`config.mk`:
```
export PLATFORM = sky130hd
export DESIGN_NAME = systolic_seq_ctrl
export DESIGN_NICKNAME = d
export VERILOG_FILES = /design/src/rtl/systolic_seq_ctrl.sv
export SDC_FILE = /design/constraint.sdc
export NUM_CORES = 1
export LEC_CHECK = 0
export ABC_AREA = 1
export ABC_CLOCK_PERIOD_IN_PS = 4250
export CAP_MARGIN = 20
export CELL_PAD_IN_SITES_DETAIL_PLACEMENT = 0
export CELL_PAD_IN_SITES_GLOBAL_PLACEMENT = 1
export CORE_ASPECT_RATIO = 0.5
export CORE_MARGIN = 3
export CORE_UTILIZATION = 48
export CTS_CLUSTER_SIZE = 8
export DETAILED_ROUTE_END_ITERATION = 10
export GPL_TIMING_DRIVEN = 1
export PLACE_DENSITY_LB_ADDON = 0.1
export SYNTH_ARGS = -nofsm -noshare
export SYNTH_HDL_FRONTEND = slang
export SYNTH_SLANG_ARGS = --single-unit
```
`constraint.sdc`:
```
create_clock -name clk -period 4.25 [get_ports clk]
set_input_delay 1.0625 -clock clk [delete_from_list [all_inputs] [get_ports clk]]
set_output_delay 1.0625 -clock clk [all_outputs]
set_load 0.1 [all_outputs]
```
`src/rtl/systolic_seq_ctrl.sv`:
```
// Sequencing controller for a SIZE x SIZE output-stationary systolic MAC array:
// holds A/B tiles, clears the array, feeds skewed rows/columns, drains, then pulses done.
module systolic_seq_ctrl #(
  parameter int SIZE         = 4,
  parameter int DATA_WIDTH   = 32,
  parameter int DRAIN_CYCLES = 2
) (
  input  logic                       clk,
  input  logic                       rst,
  input  logic                       wr_en,
  input  logic                       wr_sel,
  input  logic [$clog2(SIZE)-1:0]    wr_row,
  input  logic [$clog2(SIZE)-1:0]    wr_col,
  input  logic [DATA_WIDTH-1:0]      wr_data,
  input  logic                       start,
  output logic                       busy,
  output logic                       done,
  output logic                       array_rst,
  output logic [SIZE*DATA_WIDTH-1:0] west_data,
  output logic [SIZE*DATA_WIDTH-1:0] north_data
);

  localparam int IW = $clog2(SIZE);
  localparam int TW = $clog2(3*SIZE);
  localparam int CW = (DRAIN_CYCLES > 1) ? $clog2(DRAIN_CYCLES) : 1;
  localparam logic [TW-1:0] T_LAST = TW'(3*SIZE-3);
  localparam logic [CW-1:0] D_LAST = CW'(DRAIN_CYCLES-1);

  typedef enum logic [2:0] {
    IDLE,
    CLEAR,
    FEED,
    DRAIN,
    DONE
  } state_t;

  state_t                    state_q, state_d;
  logic [TW-1:0]             t_q, t_d;
  logic [CW-1:0]             drn_q, drn_d;
  logic                      busy_q, busy_d;
  logic                      done_q, done_d;
  logic                      array_rst_q, array_rst_d;
  logic [SIZE*DATA_WIDTH-1:0] west_q, west_d;
  logic [SIZE*DATA_WIDTH-1:0] north_q, north_d;

  logic [DATA_WIDTH-1:0] a_q [SIZE][SIZE];
  logic [DATA_WIDTH-1:0] b_q [SIZE][SIZE];

  int unsigned tv;

  // Tile storage is deliberately left out of reset.
  always_ff @(posedge clk) begin
    if (!rst && state_q == IDLE && wr_en) begin
      if (wr_sel) b_q[wr_row][wr_col] <= wr_data;
      else        a_q[wr_row][wr_col] <= wr_data;
    end
  end

  always_comb begin
    state_d = state_q;
    t_d     = t_q;
    drn_d   = drn_q;
    case (state_q)
      IDLE:  if (start) state_d = CLEAR;
      CLEAR: begin
        state_d = FEED;
        t_d     = '0;
      end
      FEED: begin
        if (t_q == T_LAST) begin
          state_d = DRAIN;
          drn_d   = '0;
        end else begin
          t_d = t_q + 1'b1;
        end
      end
      DRAIN: begin
        if (drn_q == D_LAST) state_d = DONE;
        else                 drn_d   = drn_q + 1'b1;
      end
      DONE: begin
        state_d = IDLE;
        t_d     = '0;
      end
      default: state_d = IDLE;
    endcase
  end

  // Outputs are derived from the next state so the registered values line up with the state they belong to.
  always_comb begin
    busy_d      = (state_d != IDLE);
    done_d      = (state_d == DONE);
    array_rst_d = (state_d == CLEAR);
    west_d      = '0;
    north_d     = '0;
    tv          = 32'(t_d);
    if (state_d == FEED) begin
      for (int unsigned i = 0; i < SIZE; i++) begin
        if (tv >= i && tv < i + SIZE) begin
          west_d[i*DATA_WIDTH +: DATA_WIDTH]  = a_q[IW'(i)][IW'(tv - i)];
          north_d[i*DATA_WIDTH +: DATA_WIDTH] = b_q[IW'(tv - i)][IW'(i)];
        end
      end
    end
  end

  always_ff @(posedge clk) begin
    if (rst) begin
      state_q     <= IDLE;
      t_q         <= '0;
      drn_q       <= '0;
      busy_q      <= 1'b0;
      done_q      <= 1'b0;
      array_rst_q <= 1'b1;
      west_q      <= '0;
      north_q     <= '0;
    end else begin
      state_q     <= state_d;
      t_q         <= t_d;
      drn_q       <= drn_d;
      busy_q      <= busy_d;
      done_q      <= done_d;
      array_rst_q <= array_rst_d;
      west_q      <= west_d;
      north_q     <= north_d;
    end
  end

  assign busy       = busy_q;
  assign done       = done_q;
  assign array_rst  = array_rst_q;
  assign west_data  = west_q;
  assign north_data = north_q;

endmodule

```
==> results.json, run 1 <==
{
  "syn_area_per_cell_um2": 11.8,
  "drt-initial-drc-count": 2954,
  "numPortBuffers": 299,
  "drtAntennaViolNets": 0,
  "worst_slew_pin_slew_ns": 1.38,
  "grt_pass1_wl_um": 197000,
  "antenna_found_initial": 15,
  "async_flop_share_pct": 0,
  "crit_buf_inv": 1,
  "crit_family": "buffers and inverters",
  "ys_types": 25,
  "synth_most_common_cell": "edfxtp_1",
  "cp_cell_sequence": "clkdlybuf4s50_1",
  "yosys.area.top_type": "edfxtp_1",
  "cts_buffers": 179,
  "clock_skew_ns": 0.0164,
  "layout.cells.non_filler": 6023,
  "fin_crit_ns": 3.68,
  "synth_ff_type": "edfxtp_1",
  "critPathRequiredTime_ns": 3.19,
  "synth.top_cell.area_share_pct": 61.6,
  "place_inst": 5705,
  "synth_nets": 4285,
  "vias_per_cell": 5.24,
  "rows": 82,
  "overflow": 0,
  "crit_fanout": 1,
  "ys_ff_latch": 1291,
  "cts.reportedPaths.clkPinSlew_ns": 0.05,
  "core_area_um2": 102000,
  "cp-end-kind": "output port",
  "synth_area_um2": 49900,
  "cts_resized": 0,
  "tns_ns": 0,
  "hold_viol_final": 0,
  "status": "complete, no violations",
  "crit_type": "reg -> out",
  "power_density_nw_per_um2": 506,
  "num_vias": 31600,
  "crit_slowest_cell": "clkdlybuf4s50_1",
  "rsz0062_at_grt": "no",
  "slew_violations": 0,
  "htreeDepth": 4,
  "crit_path_max_incr_delay_ns": 1.24,
  "remaining_drc_errors": 0,
  "dp_hpwl_um": 69800,
  "p_leak_nw": 23.5,
  "die_h_um": 234,
  "cts_hold_buf": 0,
  "filler_cell_count": 8163,
  "area_delta_synth_final_pct": 19.1,
  "num-nets-final": 4588,
  "grt_use_total_pct": 24.8,
  "cts_setup_buffers": 0,
  "clock.fmax_mhz": 271,
  "finalCritPeriodShare_pct": 86.7,
  "ys_seq_area_share_pct": 72.4,
  "ys_warn_count": 0,
  "maxCapViolations": 0,
  "cts_root_buf": "clkbuf_16",
  "synthTopCellsByCount": "edfxtp_1, inv_1, nand3_1, nand2_1, dfxtp_1",
  "grt_pass1_vias": 30700,
  "synth_edf_count": 1024,
  "synthCells": 4239,
  "cts_tree": "built",
  "ioPinCount": 300,
  "firstDrtPassIters": 6,
  "clkLatencyLatePin_ns": 0.76,
  "wire_per_inst_um": 22.2,
  "grt_max_degree": 205,
  "ir_worst_vdd_v": 0.000398,
  "hp-class": "reg -> reg",
  "drt_wl_total_um": 134000,
  "synthTopCellsByArea": "edfxtp_1, dfxtp_1, nand3_1",
  "gp_congestion": 0.771,
  "initial_utilization_pct": 49.1,
  "cp-start-kind": "flop",
  "cp.arrival_ns": 2.62,
  "die_area_um2": 108000,
  "die_x_um": 462,
  "drive_above_1_share_pct": 7.40,
  "slew_headroom_pct": 7.69,
  "setup_viol": 0,
  "cts_sinks": 1291,
  "clockBufferDepth": 3
}
-- power by group --
part           total (mW)  leakage [nW]  internal [mW]  switching [mW]
registers            13.8          11.4           13.8          0.0538
clock network        13.1          2.44           8.01            5.11
logic                3.14          9.67          0.742            2.40
total                30.1          23.5           22.5            7.57
-- registers in the layout, indices dropped and copies added (netlist names) --
register    cells
done            1
west_data     128
state_q         3
t_q             4
north_data    128
busy            1
array_rst       1
drn_q           1
a_q           512
b_q           512
-- stage by stage --
stage               hold slack, ns  power [mW]  instance area, µm²  setup slack [ns]  utilization (%)
floorplan                    0.441        16.3               49900             0.511                -
global placement             0.454        17.2               54200             0.352             53.4
detailed placement           0.453        17.2               54200             0.309             53.4
CTS                          0.461        30.3               59400             0.461             58.5
global route                 0.491        31.2               59400             0.428             58.5
finish                       0.460        30.1               59400             0.566             58.5
-- final timing paths --
check	startpoint	to	cells past startpoint	slack (ns)
setup / recovery	north_data[96]	north_data[96]	1	0.57
hold reg to reg	drn_q	drn_q	2	0.46
hold / removal	drn_q	drn_q	2	0.46
setup reg to reg	t_q[0]	west_data[86]	12	0.73
-- metal layers --
layer / vias up / GRT usage [%] / part of all wire [%]
li1: 14900 / - / -
met1: 15600 / 34.9 / 44
met2: 990 / 40.0 / 47
met3: 165 / 3.94 / 6.4
met4: 0 / 7.67 / 2.2
met5: - / 0 / 0
-- layout by cell type (no fill, tap or decap), drive strengths merged --
cell type	count
clkbuf	309
nand3	788
clkdlybuf4s50	266
inv	793
ha	5
dfxtp	267
edfxtp	1024
nand3b	256
nor3	2
a21oi	260
o21bai	1
nor2	42
nand2	545
o31ai	1
nor4	2
clkinv	2
xor2	1
nand4	1
o21ai	1
clkinvlp	1
buf	107
diode	5
-- final cells by class --
class	count	area, µm²	area share (%)
timing repair buffer	373	3660	6.17
tap	1344	1680	2.83
inverter	792	2980	5.01
clock inverter	4	48.8	0.0821
sequential	1291	36100	60.8
multi-input combinational	1905	9830	16.5
antenna	5	12.5	0.0211
clock buffer	309	5090	8.58
-- cell families (layout without fill, tap and decap cells) --
family / count (synthesis) / in the layout / share of synthesized area [%]
simple gates: 1636 / 1636 / 16.3
flops: 1291 / 1291 / 72.4
buf+inv: 1043 / 1478 / 8.55
compound gates: 263 / 263 / 2.65
fa+ha+maj: 5 / 5 / 0.125
xor+xnor: 1 / 1 / 0.0176
other cells: 0 / 5 / 0
Power figures use the tool's default switching activity.
==> run 2, diff against run 1 <==
- CORE_ASPECT_RATIO: 0.5 -> 1.75
- CTS_CLUSTER_DIAMETER: unset -> 200
==> run 2 against run 1 <==
Clock skew up 0.011 ns. Core utilization down 0.47 points. Clock-buffer cell count up 14. Critical endpoint is now north_data[97]. Highest routed layer is now met5.
==> results.json, run 2 (synthesis gave the netlist of run 1 again) <==
{
  "vias_per_cell": 5.25,
  "core_area_um2": 103000,
  "clkLatencyLatePin_ns": 0.78,
  "ioPinCount": 300,
  "hp-class": "reg -> reg",
  "area_delta_synth_final_pct": 19.3,
  "grt_max_degree": 177,
  "ff_latch_area_um2": 36100,
  "multi_input_area_um2": 9830,
  "p_leak_nw": 23.5,
  "drive_above_1_share_pct": 7.38,
  "crit_family": "buffers and inverters",
  "power_mw": 30.3,
  "fin_crit_ns": 3.53,
  "cts.reportedPaths.clkPinSlew_ns": 0.05,
  "drt_wl_total_um": 134000,
  "initial_utilization_pct": 48.6,
  "layout_commonest_cell": "edfxtp_1",
  "maxCapViolations": 0,
  "slew_violations": 0,
  "grt_pass1_wl_um": 198000,
  "cts_root_buf": "clkbuf_16",
  "die_area_um2": 108000,
  "dp_hpwl_um": 68600,
  "clock_skew_ns": 0.0276,
  "clockBufferDepth": 3,
  "cts_hold_buf": 0,
  "die_h_um": 432,
  "power_density_nw_per_um2": 509,
  "finalCritPeriodShare_pct": 83.0,
  "cts_sinks": 1291,
  "crit_buf_inv": 1,
  "grt_pass1_vias": 31200,
  "crit_fanout": 1,
  "filler_cell_count": 8508,
  "htreeDepth": 4,
  "reg2reg_slack_ns": 0.91,
  "top_regs": "a_q x512, b_q x512",
  "timing.hold.ws_ns": 0.474,
  "worst_slew_pin_slew_ns": 1.22,
  "overflow": 0,
  "cts_resized": 0,
  "hold_viol_final": 0,
  "ir_worst_vdd_v": 0.000395,
  "slew_headroom_pct": 18.9,
  "die_x_um": 250,
  "cts_tree": "built",
  "num-nets-final": 4583,
  "drtAntennaViolNets": 0,
  "cts_buffers": 179,
  "cp.arrival_ns": 2.46,
  "setup_viol": 0,
  "firstDrtPassIters": 5,
  "cts_setup_buffers": 0,
  "cp-start-kind": "flop",
  "crit_path_max_incr_delay_ns": 1.20,
  "numPortBuffers": 299,
  "num_vias": 31600,
  "clock.fmax_mhz": 284,
  "remaining_drc_errors": 0,
  "grt_use_total_pct": 24.6,
  "gp_congestion": 0.756,
  "critPathRequiredTime_ns": 3.19,
  "status": "complete, no violations",
  "crit_type": "reg -> out",
  "rsz0062_at_grt": "no",
  "drt-initial-drc-count": 2201,
  "placed_area_um2": 54200,
  "antenna_found_initial": 6,
  "rows": 155,
  "tns_ns": 0,
  "wire_per_inst_um": 22.2,
  "crit_slowest_cell": "clkdlybuf4s50_1",
  "cp_cell_sequence": "clkdlybuf4s50_1",
  "stdcell_area_um2": 59500,
  "cp-end-kind": "output port",
  "final_cell_mix": "edfxtp_1, inv_1, nand3_1"
}
## run 2: cell count changes in the layout (fill, tap and decap cells not counted), sizes merged
cell	previous run	this run
buf	107	101
clkdlybuf4s50	266	267
inv	793	797
clkbuf	309	323
diode	5	7
clkinv	2	3
## run 2: worst paths after layout
path / start / to / depth (start not counted)
max: north_data[97] / north_data[97] / 1
min: drn_q / drn_q / 2
max reg2reg: t_q[0] / west_data[20] / 10
min reg2reg: drn_q / drn_q / 2
## run 2: routing by layer
layer  vias to the layer above  wire (µm)  global-route usage, %
li1                      14800          -                      -
met1                     15600      55700                   32.3
met2                       971      66800                   42.3
met3                       173       7800                   4.07
met4                         2       3280                   7.36
met5                         -         13                      0
## run 2: final cells by class
| cell class | instances | share of cell area [%] |
|---|---|---|
| tap | 1334 | 2.80 |
| multi-input combinational | 1905 | 16.5 |
| inverter | 792 | 5.00 |
| timing repair buffer | 368 | 6.11 |
| clock buffer | 323 | 8.68 |
| sequential | 1291 | 60.6 |
| clock inverter | 9 | 0.206 |
| antenna | 7 | 0.0294 |
## run 2: per-stage QoR
step	setup WS, ns	utilization (%)	cells
floorplan	0.511	-	4239
global placement	0.414	52.8	5689
detailed placement	0.315	52.8	5690
CTS	0.644	58.0	6022
global route	0.658	58.0	6022
finish	0.724	58.0	6029
## run 2: report_power, final
part	total, mW	switching [mW]	internal (mW)
Clock	13.3	5.19	8.13
Combinational	3.13	2.39	0.743
Sequential	13.8	0.0613	13.8
## run 2: worst reg2reg max path, cell delays in order, from the launching register on
cell,delay [ns]
dfxtp_1,0.50
ha_1,0.21
nand2_1,0.07
nor2_2,0.21
nand2_1,0.22
nand3_4,0.20
buf_4,0.55
buf_4,0.80
nand3_1,0.20
nand3_1,0.13
a21oi_1,0.08
